===== config.mk =====
export PLATFORM = sky130hd
export DESIGN_NAME = clk_step_ctrl
export DESIGN_NICKNAME = d
export VERILOG_FILES = /design/src/rtl/clk_step_ctrl.sv
export SDC_FILE = /design/constraint.sdc
export NUM_CORES = 1
export LEC_CHECK = 0
export ABC_AREA = 1
export CORE_MARGIN = 5
export CORE_UTILIZATION = 50
export DETAILED_ROUTE_END_ITERATION = 8
export MAX_ROUTING_LAYER = met4
export PLACE_DENSITY = 0.81
export SYNTH_ARGS = -nofsm -noshare
export SYNTH_HDL_FRONTEND = slang
export SYNTH_SLANG_ARGS = --single-unit
export TNS_END_PERCENT = 1

===== constraint.sdc =====
create_clock -name clk -period 2.2 [get_ports clk]
set_input_delay 0.44 -clock clk [delete_from_list [all_inputs] [get_ports clk]]
set_output_delay 0.44 -clock clk [all_outputs]
set_load 0.02 [all_outputs]

===== src/rtl/clk_step_ctrl.sv =====
// Run/halt/single-step clock-enable controller for the emulated AES core, with reset-release sequencing.
// Optional enabled-cycle counter on cycle_count when CLK_CTRL_CYCLE_CNT_EN is defined (tied to 0 otherwise).
module clk_step_ctrl #(
  parameter int HOLD_CYCLES = 16,
  parameter int CNT_W       = 16
) (
  input  logic             clk,
  input  logic             rst_n,
  input  logic             run_req,
  input  logic             halt_req,
  input  logic             step_req,
  input  logic [CNT_W-1:0] step_count,
  output logic             core_rst_n,
  output logic             core_clk_en,
  output logic             busy,
  output logic             step_done,
  output logic [1:0]       state,
  output logic [31:0]      cycle_count
);

  typedef enum logic [1:0] {
    S_HOLD     = 2'd0,
    S_HALTED   = 2'd1,
    S_RUNNING  = 2'd2,
    S_STEPPING = 2'd3
  } state_e;

  localparam int HOLD_W = (HOLD_CYCLES > 1) ? $clog2(HOLD_CYCLES) : 1;
  localparam logic [HOLD_W-1:0] HOLD_INIT = HOLD_W'(HOLD_CYCLES - 1);

  logic [1:0]        sync_q, sync_d;
  state_e            state_q, state_d;
  logic [HOLD_W-1:0] hold_q, hold_d;
  logic [CNT_W-1:0]  step_q, step_d;
  logic              core_rst_n_q, core_rst_n_d;
  logic              clk_en_q, clk_en_d;
  logic              busy_q, busy_d;
  logic              done_q, done_d;
  logic              rst_sync;

  assign rst_sync = sync_q[1];

  always_comb begin
    sync_d       = {sync_q[0], 1'b1};
    state_d      = state_q;
    hold_d       = hold_q;
    step_d       = step_q;
    core_rst_n_d = core_rst_n_q;
    clk_en_d     = clk_en_q;
    done_d       = 1'b0;

    case (state_q)
      S_HOLD: begin
        if (rst_sync) begin
          if (hold_q == '0) begin
            state_d      = S_HALTED;
            core_rst_n_d = 1'b1;
          end else begin
            hold_d = hold_q - 1'b1;
          end
        end
      end
      S_HALTED: begin
        // halt_req outranks the others even when it has nothing to stop
        if (halt_req) begin
          state_d = S_HALTED;
        end else if (step_req && (step_count != '0)) begin
          state_d  = S_STEPPING;
          step_d   = step_count - 1'b1;
          clk_en_d = 1'b1;
        end else if (run_req) begin
          state_d  = S_RUNNING;
          clk_en_d = 1'b1;
        end
      end
      S_RUNNING: begin
        if (halt_req) begin
          state_d  = S_HALTED;
          clk_en_d = 1'b0;
        end
      end
      S_STEPPING: begin
        // step_q holds the enabled cycles still owed after the current one
        if (halt_req) begin
          state_d  = S_HALTED;
          clk_en_d = 1'b0;
          step_d   = '0;
        end else if (step_q == '0) begin
          state_d  = S_HALTED;
          clk_en_d = 1'b0;
          done_d   = 1'b1;
        end else begin
          step_d = step_q - 1'b1;
        end
      end
      default: state_d = S_HOLD;
    endcase

    busy_d = (state_d == S_RUNNING) || (state_d == S_STEPPING);
  end

  always_ff @(posedge clk or negedge rst_n) begin
    if (!rst_n) begin
      sync_q       <= 2'b00;
      state_q      <= S_HOLD;
      hold_q       <= HOLD_INIT;
      step_q       <= '0;
      core_rst_n_q <= 1'b0;
      clk_en_q     <= 1'b0;
      busy_q       <= 1'b0;
      done_q       <= 1'b0;
    end else begin
      sync_q       <= sync_d;
      state_q      <= state_d;
      hold_q       <= hold_d;
      step_q       <= step_d;
      core_rst_n_q <= core_rst_n_d;
      clk_en_q     <= clk_en_d;
      busy_q       <= busy_d;
      done_q       <= done_d;
    end
  end

  assign core_rst_n  = core_rst_n_q;
  assign core_clk_en = clk_en_q;
  assign busy        = busy_q;
  assign step_done   = done_q;
  assign state       = state_q;

`ifdef CLK_CTRL_CYCLE_CNT_EN
  logic [31:0] cyc_q, cyc_d;

  assign cyc_d = cyc_q + {31'b0, clk_en_q};

  always_ff @(posedge clk or negedge rst_n) begin
    if (!rst_n) begin
      cyc_q <= '0;
    end else begin
      cyc_q <= cyc_d;
    end
  end

  assign cycle_count = cyc_q;
`else
  assign cycle_count = '0;
`endif

endmodule


Word-level counts from Yosys, hierarchy flattened:

Cells that the tools add are included.
W data, S select, Z words.

* add/sub/neg operators: 3
* eq/ne operators: 11
* mux-type cells: 24
* bitwise operators: 1
* reduce and logical (&&, ||, !) cells: 12

Operators with widths (count)
* $mux W16: 4
* $pmux W16 S2: 1
* $sub A16 B1 Y16 const B: 2
* $logic_not A16 Y1: 1
* $mux W2: 8
* $reduce_bool A16 Y1: 1
* $mux W1: 9
* $ne A3 B3 Y1 const B: 3
* $eq A2 B2 Y1 const B: 4
* $pmux W2 S4: 1
* $ne A2 B2 Y1 const B: 3
* $reduce_and A3 Y1: 2
* $reduce_and A5 Y1: 1
* $logic_not A4 Y1: 1
* $reduce_and A4 Y1: 1
* $sub A4 B1 Y4 const B: 1
* $pmux W1 S3: 1
* $reduce_bool A3 Y1: 1
* $eq A2 B1 Y1 const B: 1
* $logic_not A2 Y1: 1
* $reduce_bool A2 Y1: 1
* $logic_and A1 B1 Y1: 1
* $logic_or A1 B1 Y1: 1
* $not A1 Y1: 1

* bits in registers: 28
* input port bits: 21
* output and inout bits: 38

Depth between registers and ports, before layout:

* word-level depth: 7
* gate-level depth with buffers: 12

Worst setup path before layout:

Ideal clock, no wire load.

* path kind: input-to-reg
* start point: input port step_count[0]
* end point: register step_q[2]
* arrival: 1566 ps
* data required time: 2084 ps
* path slack: 517 ps
* cell stages on the path: 12
* cells stage by stage: inv_1 > ha_1 > nand3_2 > nor2_2 > nand2_1 > nand2_2 > nand2_1 > inv_1 > nor2_4 > buf_6 > nand2_1 > nand2_1

* word-level cells in the longest chain between the ends: 4
* elaborated cells between the ends (all ways): 8
* those cells by class: 1 x add/sub; 1 x eq/ne; 3 x mux; 3 x reduce/logical

RTL lines
* start: declaration: line 12 `input logic [CNT_W-1:0] step_count,`
* $sub A16 B1 Y16 or $reduce_bool A16 Y1 (tied branches): line 69, 67
* $mux W16 or $logic_and A1 B1 Y1 (tied branches): line 67 `end else if (step_req && (step_count != '0)) begin`
* $mux W16 or $ne A2 B2 Y1 (tied branches)
* $pmux W16 S2 or $reduce_and A4 Y1 (tied branches)
* end signal: assignment: line 116 `step_q <= step_d;`
* end: declaration: line 34 `logic [CNT_W-1:0] step_q, step_d;`

Several ways; a longest one is shown, not always the timed one. The select of a mux whose other input is x is not followed.
A chain may end at the register's enable or synchronous reset.

Worst setup path after layout:

* start point: input port step_count[0]
* end point: register step_q[15]

The elaborated chain is that of the path after synthesis.

==> results.toml <==
[clocking]
tritoncts = "built"
numCtsBuffers = 3
clock_sinks = 28
clockBufferDepth = 2
ctsResizeCount = 0
cts_setup_buffers = 0
ctsHoldBuffers = 0
clkTransAtPathRegs_ns = 0.10
root_buffer = "clkbuf_8"
cts.htree.levels = 1
insertion_delay_ns = 0.27

[finish]
n_antenna_cell = 0
drive_above_1_share = 0.08020
design_area_um2 = 2673
fin_util = 0.5734
seqCellArea_um2 = 705.7
fillCellCount = 455
multiInputGateArea_um2 = 1343
nets = 424
syn_to_final_growth_pct = 12.48
finalNonFillerCells = 453

[synth]
synthCells = 367
ys_ff_latch = 28
yosysTopAreaCell = "dfrtp_1"
yosys.cell_count.top_type = "nand2_1"
yosysUniqueCellTypes = 34
synth_warnings = 0
synth_edf_count = 0
synth.top_cell.area_share = 0.2528
netlist_top_cells_area = "dfrtp_1 25%, nand2_1 18%, buf_4 10%"
avgSynthCellArea_um2 = 6.474
synth_ff_type = "dfrtp_1"
yosys-top-cells-count = "116 x nand2_1, 45 x inv_1, 43 x nor2_1"
syn-cell-area_um2 = 2376
ys_seq_area_frac = 0.2970
async_reset_ff_frac = 1.000

[worst_setup_path]
worstSetupStartpointType = "primary input"
cpMostUsedCell = "nand2_1"
path_class = "in2reg"
worstPathRequired_ns = 2.42
worstPathCellList = "clkdlybuf4s50_1 > inv_1 > ha_1 > nand3_2 > nor2_2 > nand2_1 > nand2_2 > nand2_1 > inv_1 > nor2_4 > nand2_1 > nand2_1"
cp-end-kind = "register"
crit_path_max_incr_delay_ns = 0.46
cp.arrival_ns = 2.15
critPathSlowestCell = "clkdlybuf4s50_1"
cp_max_fo = 14

[detailed_routing]
num_vias = 2200
viasPerCell = 4.857
drt_iter0_drc = 177
dr.pass1.iters = 4
drt_wl_total_mm = 5.302
drc = 0
wl_per_cell_um = 11.70
antenna_left = 0

[outcome]
status = "complete, no violations"

[timing]
finalSetupTns_ns = 0
fin_ws_ns = 0.2686
hold_violations = 0
fmaxAchievable_mhz = 517.8
finalSetupViolations = 0
slew_viol_final = 0
timing.final.crit_share = 0.8779
rsz0062_at_grt = "false"
fin_skew_ns = 0.009724
fin_crit_ns = 1.931

[global_routing]
grt_usage = 0.1797
grt_max_degree = 29
grt_pass1_wl_mm = 8.997
grt_pass1_vias = 2048
overflow = 0
grt_antenna_before_repair = 0

[placed_design]
pre_cts_slack_ns = -0.01375
place_congestion = 0.9732
dp_hpwl_mm = 4.210
io_buffers = 26
post_dp_cell_area_um2 = 2601
placedCellCount = 449

[hold_path]
min_path_type = "reg2reg"

[die]
core_area_um2 = 4661
dieArea_um2 = 6231
ios = 59
num_rows = 25
start_util = 0.5098
fp.dieW_um = 78.94
die_h_um = 78.94

[power]
ir_drop_mv = 0.8382
powerDensity_nw_per_um2 = 1028
p_leak_nw = 1.427

[job]
maxCapViolations = 0
cell usage in the layout (no fill, tap or decap), types with 2 or more instances in the layout:
master | netlist | final
clkbuf_8 | 0 | 3
nor2_1 | 43 | 43
xor2_1 | 5 | 5
xnor2_1 | 2 | 2
o21ai_0 | 20 | 20
nor2_4 | 2 | 2
nand3_2 | 2 | 2
nand2_2 | 4 | 4
clkdlybuf4s50_1 | 0 | 26
nor2_2 | 4 | 4
inv_1 | 45 | 45
dfrtp_1 | 24 | 24
buf_4 | 32 | 7
conb_1 | 2 | 33
nand3b_1 | 2 | 2
nand3_1 | 25 | 25
nand4_1 | 4 | 4
ha_1 | 3 | 3
a21oi_1 | 11 | 11
nand2_1 | 116 | 116
dfstp_2 | 4 | 4
o211ai_1 | 2 | 2
logic make-up after synthesis:
logic type	share of synthesized area
buf+inv	0.1869
compound gates	0.08373
xor+xnor	0.02580
simple gates	0.3876
flops	0.2970
fa+ha+maj	0.01580
other cells	0.003161
where the power goes:
part / internal [mW] / total [mW] / switching (mW)
sequential: 0.694 / 0.871 / 0.177
clock: 0.243 / 0.398 / 0.155
combinational: 0.511 / 1.48 / 0.966
area by class of cell:
type                       instances  area share
clock buffer                       3     0.01545
clock inverter                     1     0.01124
sequential                        28      0.2640
tap                               54     0.02528
multi-input combinational        288      0.5023
inverter                          46     0.06461
timing repair buffer              33      0.1170
layer usage:
layer / share of wire / global-route usage / vias to the layer above
met5: 0 / - / -
met4: 0.014 / 0.04983 / 0
met3: 0.073 / 0.02154 / 8
met2: 0.46 / 0.2937 / 86
met1: 0.46 / 0.2373 / 964
li1: - / - / 1142
per-stage QoR:
| step | power (mW) | hold slack [ns] |
|---|---|---|
| final | 2.746 | 0.3612 |
| after global routing | 3.007 | 0.3903 |
| after CTS | 2.755 | 0.3621 |
| after detailed placement | 2.341 | 0.3389 |
| after global placement | 2.300 | 0.3327 |
| after floorplan | 1.997 | 0.1444 |
sequential cells by signal, indices dropped and copies added (netlist names):
signal,flops
step_q,16
busy,1
step_done,1
core_rst_n,1
state,2
sync_q,2
hold_q,4
core_clk_en,1
critical path: cells and delay by family:
kind,cells,cell delay (ns)
AND/OR/NAND/NOR,8,0.91
buffers and inverters,3,0.60
adder cells (fa/ha/maj),1,0.21
final timing paths:
kind | depth (start not counted) | slack, ns | start | end
worst max-delay path | 12 | 0.27 | step_count[0] | step_q[15]
worst min-delay path | 0 | 0.36 | sync_q[0] | sync_q[1]
worst max register to register | 9 | 0.49 | step_q[0] | step_q[0]
worst min register to register | 0 | 0.36 | sync_q[0] | sync_q[1]
max in group asynchronous | 2 | 1.37 | rst_n | hold_q[3]
min in group asynchronous | 2 | 0.53 | rst_n | core_rst_n
No activity file was read; power rests on OpenSTA's default activity.
